<file path="config.mk">
export PLATFORM = sky130hd
export DESIGN_NAME = spi_word_packer
export DESIGN_NICKNAME = d
export VERILOG_FILES = /design/src/rtl/spi_pkg.sv /design/src/rtl/sync_word_fifo.sv /design/src/rtl/spi_word_packer.sv
export SDC_FILE = /design/constraint.sdc
export NUM_CORES = 1
export LEC_CHECK = 0
export ABC_CLOCK_PERIOD_IN_PS = 2400
export CELL_PAD_IN_SITES_DETAIL_PLACEMENT = 2
export CELL_PAD_IN_SITES_GLOBAL_PLACEMENT = 2
export CORE_ASPECT_RATIO = 0.9
export CORE_MARGIN = 5
export CORE_UTILIZATION = 38
export DETAILED_ROUTE_END_ITERATION = 7
export GPL_TIMING_DRIVEN = 1
export MAX_ROUTING_LAYER = met4
export PLACE_DENSITY = 0.79
export SYNTH_ARGS = -nofsm -noshare
export SYNTH_HDL_FRONTEND = slang
export SYNTH_HIERARCHICAL = 1
export SYNTH_SLANG_ARGS = --single-unit
</file>
<file path="constraint.sdc">
create_clock -name clk -period 2.4 [get_ports clk]
set_input_delay 0.24 -clock clk [delete_from_list [all_inputs] [get_ports clk]]
set_output_delay 0.24 -clock clk [all_outputs]
set_load 0.05 [all_outputs]
</file>
<file path="src/rtl/spi_pkg.sv">
// Shared constants and phase encoding for the SPI byte-to-word packer.
package spi_pkg;

    localparam int BYTE_W         = 8;
    localparam int WORD_W_DEFAULT = 16;

    typedef enum logic {
        WAIT_HI = 1'b0,
        WAIT_LO = 1'b1
    } phase_e;

endpackage

</file>
<file path="src/rtl/sync_word_fifo.sv">
// Synchronous word FIFO: power-of-two depth, simultaneous push/pop allowed even when full.
module sync_word_fifo
    import spi_pkg::*;
#(
    parameter int DEPTH  = 4,
    parameter int WORD_W = WORD_W_DEFAULT
) (
    input  logic                     clk,
    input  logic                     rst,
    input  logic                     push,
    input  logic [WORD_W-1:0]        push_data,
    input  logic                     pop,
    output logic [WORD_W-1:0]        pop_data,
    output logic                     full,
    output logic                     empty,
    output logic [$clog2(DEPTH):0]   level
);

    localparam int AW = $clog2(DEPTH);

    logic [WORD_W-1:0] mem [DEPTH];
    logic [AW-1:0]     wr_ptr;
    logic [AW-1:0]     rd_ptr;
    logic [AW:0]       count;
    logic              do_push;
    logic              do_pop;

    assign empty    = (count == '0);
    assign full     = (count == (AW+1)'(DEPTH));
    assign do_pop   = pop && !empty;
    // A pop in the same cycle frees the slot the push needs, so a full FIFO still accepts.
    assign do_push  = push && (!full || do_pop);
    assign level    = count;
    assign pop_data = empty ? '0 : mem[rd_ptr];

    always_ff @(posedge clk) begin
        if (do_push) begin
            mem[wr_ptr] <= push_data;
        end
    end

    always_ff @(posedge clk or posedge rst) begin
        if (rst) begin
            wr_ptr <= '0;
            rd_ptr <= '0;
            count  <= '0;
        end else begin
            if (do_push) wr_ptr <= wr_ptr + AW'(1);
            if (do_pop)  rd_ptr <= rd_ptr + AW'(1);
            case ({do_push, do_pop})
                2'b10:   count <= count + (AW+1)'(1);
                2'b01:   count <= count - (AW+1)'(1);
                default: count <= count;
            endcase
        end
    end

endmodule

</file>
<file path="src/rtl/spi_word_packer.sv">
// Packs pairs of SPI bytes into CPU words through a FIFO and serves a CPU response word back byte by byte.
module spi_word_packer
    import spi_pkg::*;
#(
    parameter int DEPTH  = 4,
    parameter int WORD_W = WORD_W_DEFAULT
) (
    input  logic                     clk,
    input  logic                     rst,
    input  logic                     spi_cs,
    input  logic                     rx_byte_ready,
    input  logic [BYTE_W-1:0]        rx_byte,
    output logic [BYTE_W-1:0]        tx_byte,
    // word_valid/word_ready: a word transfers on a rising edge where both are high; word_out is 0 while not valid.
    output logic [WORD_W-1:0]        word_out,
    output logic                     word_valid,
    input  logic                     word_ready,
    input  logic [WORD_W-1:0]        tx_word,
    input  logic                     tx_load,
    input  logic                     clr_flags,
    output logic [$clog2(DEPTH):0]   fifo_level,
    output logic                     overflow,
    output logic                     short_frame,
    output phase_e                   phase_state
);

    phase_e            phase;
    logic [BYTE_W-1:0] hi_byte;
    logic [WORD_W-1:0] active_tx;
    logic [WORD_W-1:0] pending_tx;
    logic              pending_valid;
    logic              rx_fire;
    logic              push;
    logic              abort;
    logic              to_hi;
    logic              full;
    logic              empty;
    logic              overflow_evt;

    assign rx_fire      = rx_byte_ready && !spi_cs;
    assign push         = rx_fire && (phase == WAIT_LO);
    assign abort        = spi_cs && (phase == WAIT_LO);
    assign to_hi        = push || abort;
    assign overflow_evt = push && full && !word_ready;
    assign word_valid   = !empty;
    assign phase_state  = phase;
    assign tx_byte      = (phase == WAIT_HI) ? active_tx[WORD_W-1 -: BYTE_W] : active_tx[BYTE_W-1:0];

    sync_word_fifo #(
        .DEPTH  (DEPTH),
        .WORD_W (WORD_W)
    ) u_fifo (
        .clk       (clk),
        .rst       (rst),
        .push      (push),
        .push_data (WORD_W'({hi_byte, rx_byte})),
        .pop       (word_ready),
        .pop_data  (word_out),
        .full      (full),
        .empty     (empty),
        .level     (fifo_level)
    );

    always_ff @(posedge clk or posedge rst) begin
        if (rst) begin
            phase   <= WAIT_HI;
            hi_byte <= '0;
        end else if (abort) begin
            phase <= WAIT_HI;
        end else if (rx_fire) begin
            if (phase == WAIT_HI) begin
                hi_byte <= rx_byte;
                phase   <= WAIT_LO;
            end else begin
                phase <= WAIT_HI;
            end
        end
    end

    // A reload mid-frame is parked so the low byte of the current word is not disturbed.
    always_ff @(posedge clk or posedge rst) begin
        if (rst) begin
            active_tx     <= '0;
            pending_tx    <= '0;
            pending_valid <= 1'b0;
        end else if (phase == WAIT_HI) begin
            if (tx_load) active_tx <= tx_word;
        end else if (to_hi) begin
            if (tx_load)            active_tx <= tx_word;
            else if (pending_valid) active_tx <= pending_tx;
            pending_valid <= 1'b0;
        end else if (tx_load) begin
            pending_tx    <= tx_word;
            pending_valid <= 1'b1;
        end
    end

    always_ff @(posedge clk or posedge rst) begin
        if (rst) begin
            overflow    <= 1'b0;
            short_frame <= 1'b0;
        end else begin
            overflow    <= overflow_evt || (overflow && !clr_flags);
            short_frame <= abort || (short_frame && !clr_flags);
        end
    end

endmodule

</file>
# After elaboration in Yosys (flattened, before gate mapping)
# Memory sizes are Yosys's and may differ from the RTL's.
# Index checks and enable logic that the tools add are counted.
# totals
ff_bits	51
ram_bits	64
mem_count	1
# mem_list
name	depth	word_bits	read_ports	rd_ports_with_merged_regs	write_ports	line_no	rtl
u_fifo.mem	4	16	1	0	1	sync_word_fifo.sv:21	logic [WORD_W-1:0] mem [DEPTH];
# op_classes
addsub	4
n_eq_ne	5
mux	15
bitwise	3
n_reduce_logical	27
# ops
operator	count
two-way mux 16 bit	6
logical AND 1 bit	9
AND reduction 3 bit	3
two-way mux 8 bit	1
nonzero test 2 bit	4
two-way mux 1 bit	7
one-hot mux 3 bit (2 select lines)	1
zero test 1 bit	5
adder 2 x 1 -> 2 bit, second input constant	2
logical OR 1 bit	4
adder 3 x 1 -> 3 bit, second input constant	1
equality test 3 bit, second input constant	1
zero test 3 bit	1
!= test 3 bit, second input constant	1
inverter 1 bit	3
subtractor 3 x 1 -> 3 bit, second input constant	1
equality test 2 x 1 -> 1 bit, second input constant	1
equality test 2 bit, second input constant	1
!= test 2 x 1 -> 1 bit, second input constant	1
AND reduction 2 bit	1

# Logic depth before layout (Yosys ltp)
# depth
word_depth	7
depth_mapped	8
depth_no_buf	6

# Hierarchy
# Netlist, hierarchy kept.
# modules_own_cells
module	instances	cells_each	area_each_um2	seq_area_each_um2
sync_word_fifo	1	157	2940.3	2097.0
spi_word_packer	1	133	2092.0	1101.1

# Worst setup path before layout
# No wires, ideal clock.
# synth_timing
path_type	register to register
from	register u_fifo.count[0], in the netlist u_fifo/level[0]
to	register u_fifo.count[2], in the netlist u_fifo/level[2]
arrival_time_ps	2137
setup_slack_ps	194
path_stages_with_launch	8
cell_sequence	dfrtp_1 -> or3_2 -> clkbuf_1 -> nand3b_1 -> fa_1 -> nand3b_1 -> or3_2 -> nand3_1
# synth_via
elab_chain_len	7
word_cells_on_any_way	13
# synth_lines
element	line_no	rtl
start, declared	sync_word_fifo.sv:24	logic [AW:0] count;
start signal, assigned	sync_word_fifo.sv:51	2'b10: count <= count + (AW+1)'(1);
start signal, assigned	sync_word_fifo.sv:52	2'b01: count <= count - (AW+1)'(1);
start signal, assigned	sync_word_fifo.sv:53	default: count <= count;
zero test 3 bit	sync_word_fifo.sv:28	assign empty = (count == '0);
zero test 1 bit	sync_word_fifo.sv:30	assign do_pop = pop && !empty;
logical AND 1 bit	sync_word_fifo.sv:30	
logical OR 1 bit	sync_word_fifo.sv:32	assign do_push = push && (!full || do_pop);
logical AND 1 bit	sync_word_fifo.sv:32	
equality test 2 x 1 -> 1 bit or equality test 2 bit (tied branches)	sync_word_fifo.sv:50	case ({do_push, do_pop})
one-hot mux 3 bit (2 select lines) or nonzero test 2 bit (tied branches)	--	
# Parallel ways exist; a longest one is shown, timed or not.
# A chain may end at the register's enable or synchronous reset.

# Final worst setup path
# layout_timing
from	register u_fifo.count[0], in the netlist u_fifo/level[0]
to	output port word_out[13]
# layout_via
elab_chain_len	2
# layout_lines
element	line_no	rtl
zero test 3 bit	sync_word_fifo.sv:28	
two-way mux 16 bit	sync_word_fifo.sv:34	assign pop_data = empty ? '0 : mem[rd_ptr];
end, declared	spi_word_packer.sv:15	output logic [WORD_W-1:0] word_out,
# Every way passes these cells.

==> metrics.txt <==
outcome finished clean; number of nets with antenna violations after routing 0; cell with the biggest individual delay on the critical path or3_2; total setup buffers inserted after CTS 0; crit path capture type output port; total negative setup slack 0 ps; number of distinct standard cells referenced by the synthesized netlist 41; final cell area excluding filler cells 0.006356 mm2; Synth Instances 290; setup violators final 0; hold buffers post-CTS 0; Final Max Tran Viols 0; die span in x 131.3 um; worst endpoint data arrival time 2050 ps; Setup crit start kind flip-flop; setup slack on the worst flop-to-flop path 370 ps; maximum single-stage delay on the critical path 530 ps; Peak VDD IR 0.0005927 V; most used cells in the layout excluding fill and tap cells edfxtp_1, dfrtp_1, mux2_2; Layout area overhead 26.31%; clock tree root buffer cell clkbuf_16; Net Count, Synth 326; number of enable-type register cells in the synthesized netlist 64; IO Count 62; post-route worst hold slack 156.1 ps; final-stage net count 402; number of antenna repair diodes 0; DRT Pass-1 Iters 4; TritonCTS clock tree yes; power per cell area 1247 mW/mm2; top_reg_cell synth edfxtp_1; height of the die 119.2 um; sequential fraction of the synthesis area 63.55%; wire length after detailed routing 11,630 um; clock-pin transition on the worst setup and hold timing paths 60 ps; r2r endpoint u_fifo/level[2]; worst hold path class primary input to async pin; maximum number of pins on one net before global-route repair 31; Hold Fails Final Rpt 0; share of post-route cells with drive strength above 1 40.11%; number of resized instances in the post-cts repair step 0; total congestion overflow after global routing 0; final core area utilization 49.53%; syn avg cell area 17.35 um2; Num Clock Sinks 115; most common cell after layout, fill and taps aside edfxtp_1; RSZ-0062 raised after global routing false; Post-Synthesis Cell Area 0.005032 mm2; initial standard-cell utilization of the core 39.21%; post-detailed-route DRC marker count 0; area of the multi-input gates 0.001668 mm2; antenna violations before repair 0; CTS Buf Count 17; minimum clock period after layout 2285 ps; clock insertion delay at the later pin of the skew report 410 ps; critical path start-end classification flip-flop to output port; filler cell count 1,180; static leakage 0.002539 uW; Via Count 2,731; Period Utilization, post-route 95.21%; number of cells traversed by the worst register-to-register path 6; Fmax achieved 437.6 MHz; number of DRC markers after the initial detailed-route iteration 180; cells along the critical path or3_2, buf_4, and2_1, buf_4; number of warnings reported in the yosys synthesis log 6; global-route wire length before repair 18,850 um; Wirelength per Cell 21.42 um; average via count per standard cell 5.029; Top delay family on crit path simple AND/OR/NAND/NOR gates; Setup crit start u_fifo/level[0]; placed inst area 0.005759 mm2; sum of buffers and inverters on the critical path 2; die footprint 0.01565 mm2; final setup skew 8.854 ps; total routing resource utilization after global routing 16.02%; cell repeated most along the worst path buf_4; register bit count reported by yosys 115; worst reg2reg path startpoint u_fifo/level[0]; Maximum Capacitance Violations 0; worst rel slew slack 54.35%; worst path required time 2160 ps; combined flip-flop and latch cell area 0.003198 mm2; CTS H-Tree Depth 4; half-perimeter wire length of the detailed placement result 7717 um; std cell rows 39; Port Buffers 61; CP Max Fanout 19; Worst Max-Slew Pin Slew 683.8 ps; Longest Clk Path Bufs 2; number of global-route vias before repair 3,293; Placer Congestion 0.7535; Post-synth ARST share 44.35%; area of the core 0.01283 mm2
-- stage by stage --
| stage | setup slack (ps) | total power (uW) | cells |
|---|---|---|---|
| finish | 114.9 | 7927 | 543 |
| global route | 18.40 | 8306 | 543 |
| CTS | 78.77 | 8033 | 543 |
| detailed placement | 151.3 | 5417 | 511 |
| global placement | 263.3 | 5311 | 511 |
| floorplan | 193.5 | 4585 | 290 |
-- worst register-to-register path, stage by stage (launching register included) --
cell	delay (ps)
dfrtp_1	480
or3_2	530
nand3b_1	120
fa_1	210
nand3b_1	100
or3_2	430
nand3_1	100
-- registers in the layout, indices dropped and copies added, names as in the netlist --
name,flops
u_fifo/mem,64
u_fifo/rd_ptr,2
short_frame,1
hi_byte,8
u_fifo/wr_ptr,2
phase_state,1
pending_valid,1
pending_tx,16
u_fifo/level,3
active_tx,16
overflow,1
-- cells in the mapped netlist (2+ instances only) --
cell      count  area (um2)
edfxtp_1     64        1922
mux2_1        2       22.52
clkbuf_1      2       7.510
inv_1        12       45.04
xnor2_1       5       43.79
or3_2         2       15.01
mux4_2       16       360.4
and2_2        4       30.03
and3_1        2       12.51
nand3b_1      2       15.01
nand3_1       2       10.01
nand2_1       2       7.510
and2_1       16       100.1
buf_2         6       30.03
nor2_1        7       26.28
mux2_4       21       315.3
dfrtp_1      51        1276
ha_1          4       50.05
a21oi_1       3       15.01
buf_6         5       56.30
mux2_2       42       473.0
-- layer usage --
metal	GRT usage [%]	wire (um)
met1	19.70	5158
met2	25.98	5997
met3	4.132	320
met4	5.398	152
met5	-	0
-- how the worst max path moves through the flow --
| stage | to | cells after the start | slack [ps] |
|---|---|---|---|
| after floorplan | u_fifo/level[2] | 7 | 190 |
| after global placement | u_fifo/level[1] | 7 | 260 |
| after detailed placement | u_fifo/level[2] | 7 | 150 |
| after CTS | word_out[13] | 4 | 80 |
| after global routing | word_out[13] | 4 | 20 |
| final | word_out[13] | 4 | 110 |
-- final cells by class --
type	instances	area share (%)
Sequential cell	115	50.31
Tap cell	164	3.228
Multi-Input combinational cell	148	26.24
Inverter	12	0.7087
Clock buffer	18	6.752
Timing Repair Buffer	72	10.12
Clock inverter	14	2.638
-- cell families (layout without fill, tap and decap cells) --
| group | count (synthesis) | after routing | share of synthesized area [%] |
|---|---|---|---|
| DFF | 115 | 115 | 63.55 |
| and+or+nand+nor | 43 | 43 | 5.420 |
| xor gates and xnor gates | 6 | 6 | 1.044 |
| AOI/OAI and AO/OA | 13 | 13 | 2.014 |
| buffers and inverters | 27 | 116 | 3.307 |
| muxes | 81 | 81 | 23.27 |
| adders and majority gates | 5 | 5 | 1.392 |
-- where the power goes --
group | internal, uW | switching, uW | total, uW | leakage, uW
combinational | 1090 | 1660 | 2750 | 0.00105
clock | 1710 | 864 | 2570 | 0.000295
sequential | 2390 | 212 | 2600 | 0.00119
total | 5190 | 2740 | 7930 | 0.00254
No activity file was read; power rests on OpenSTA's default activity.
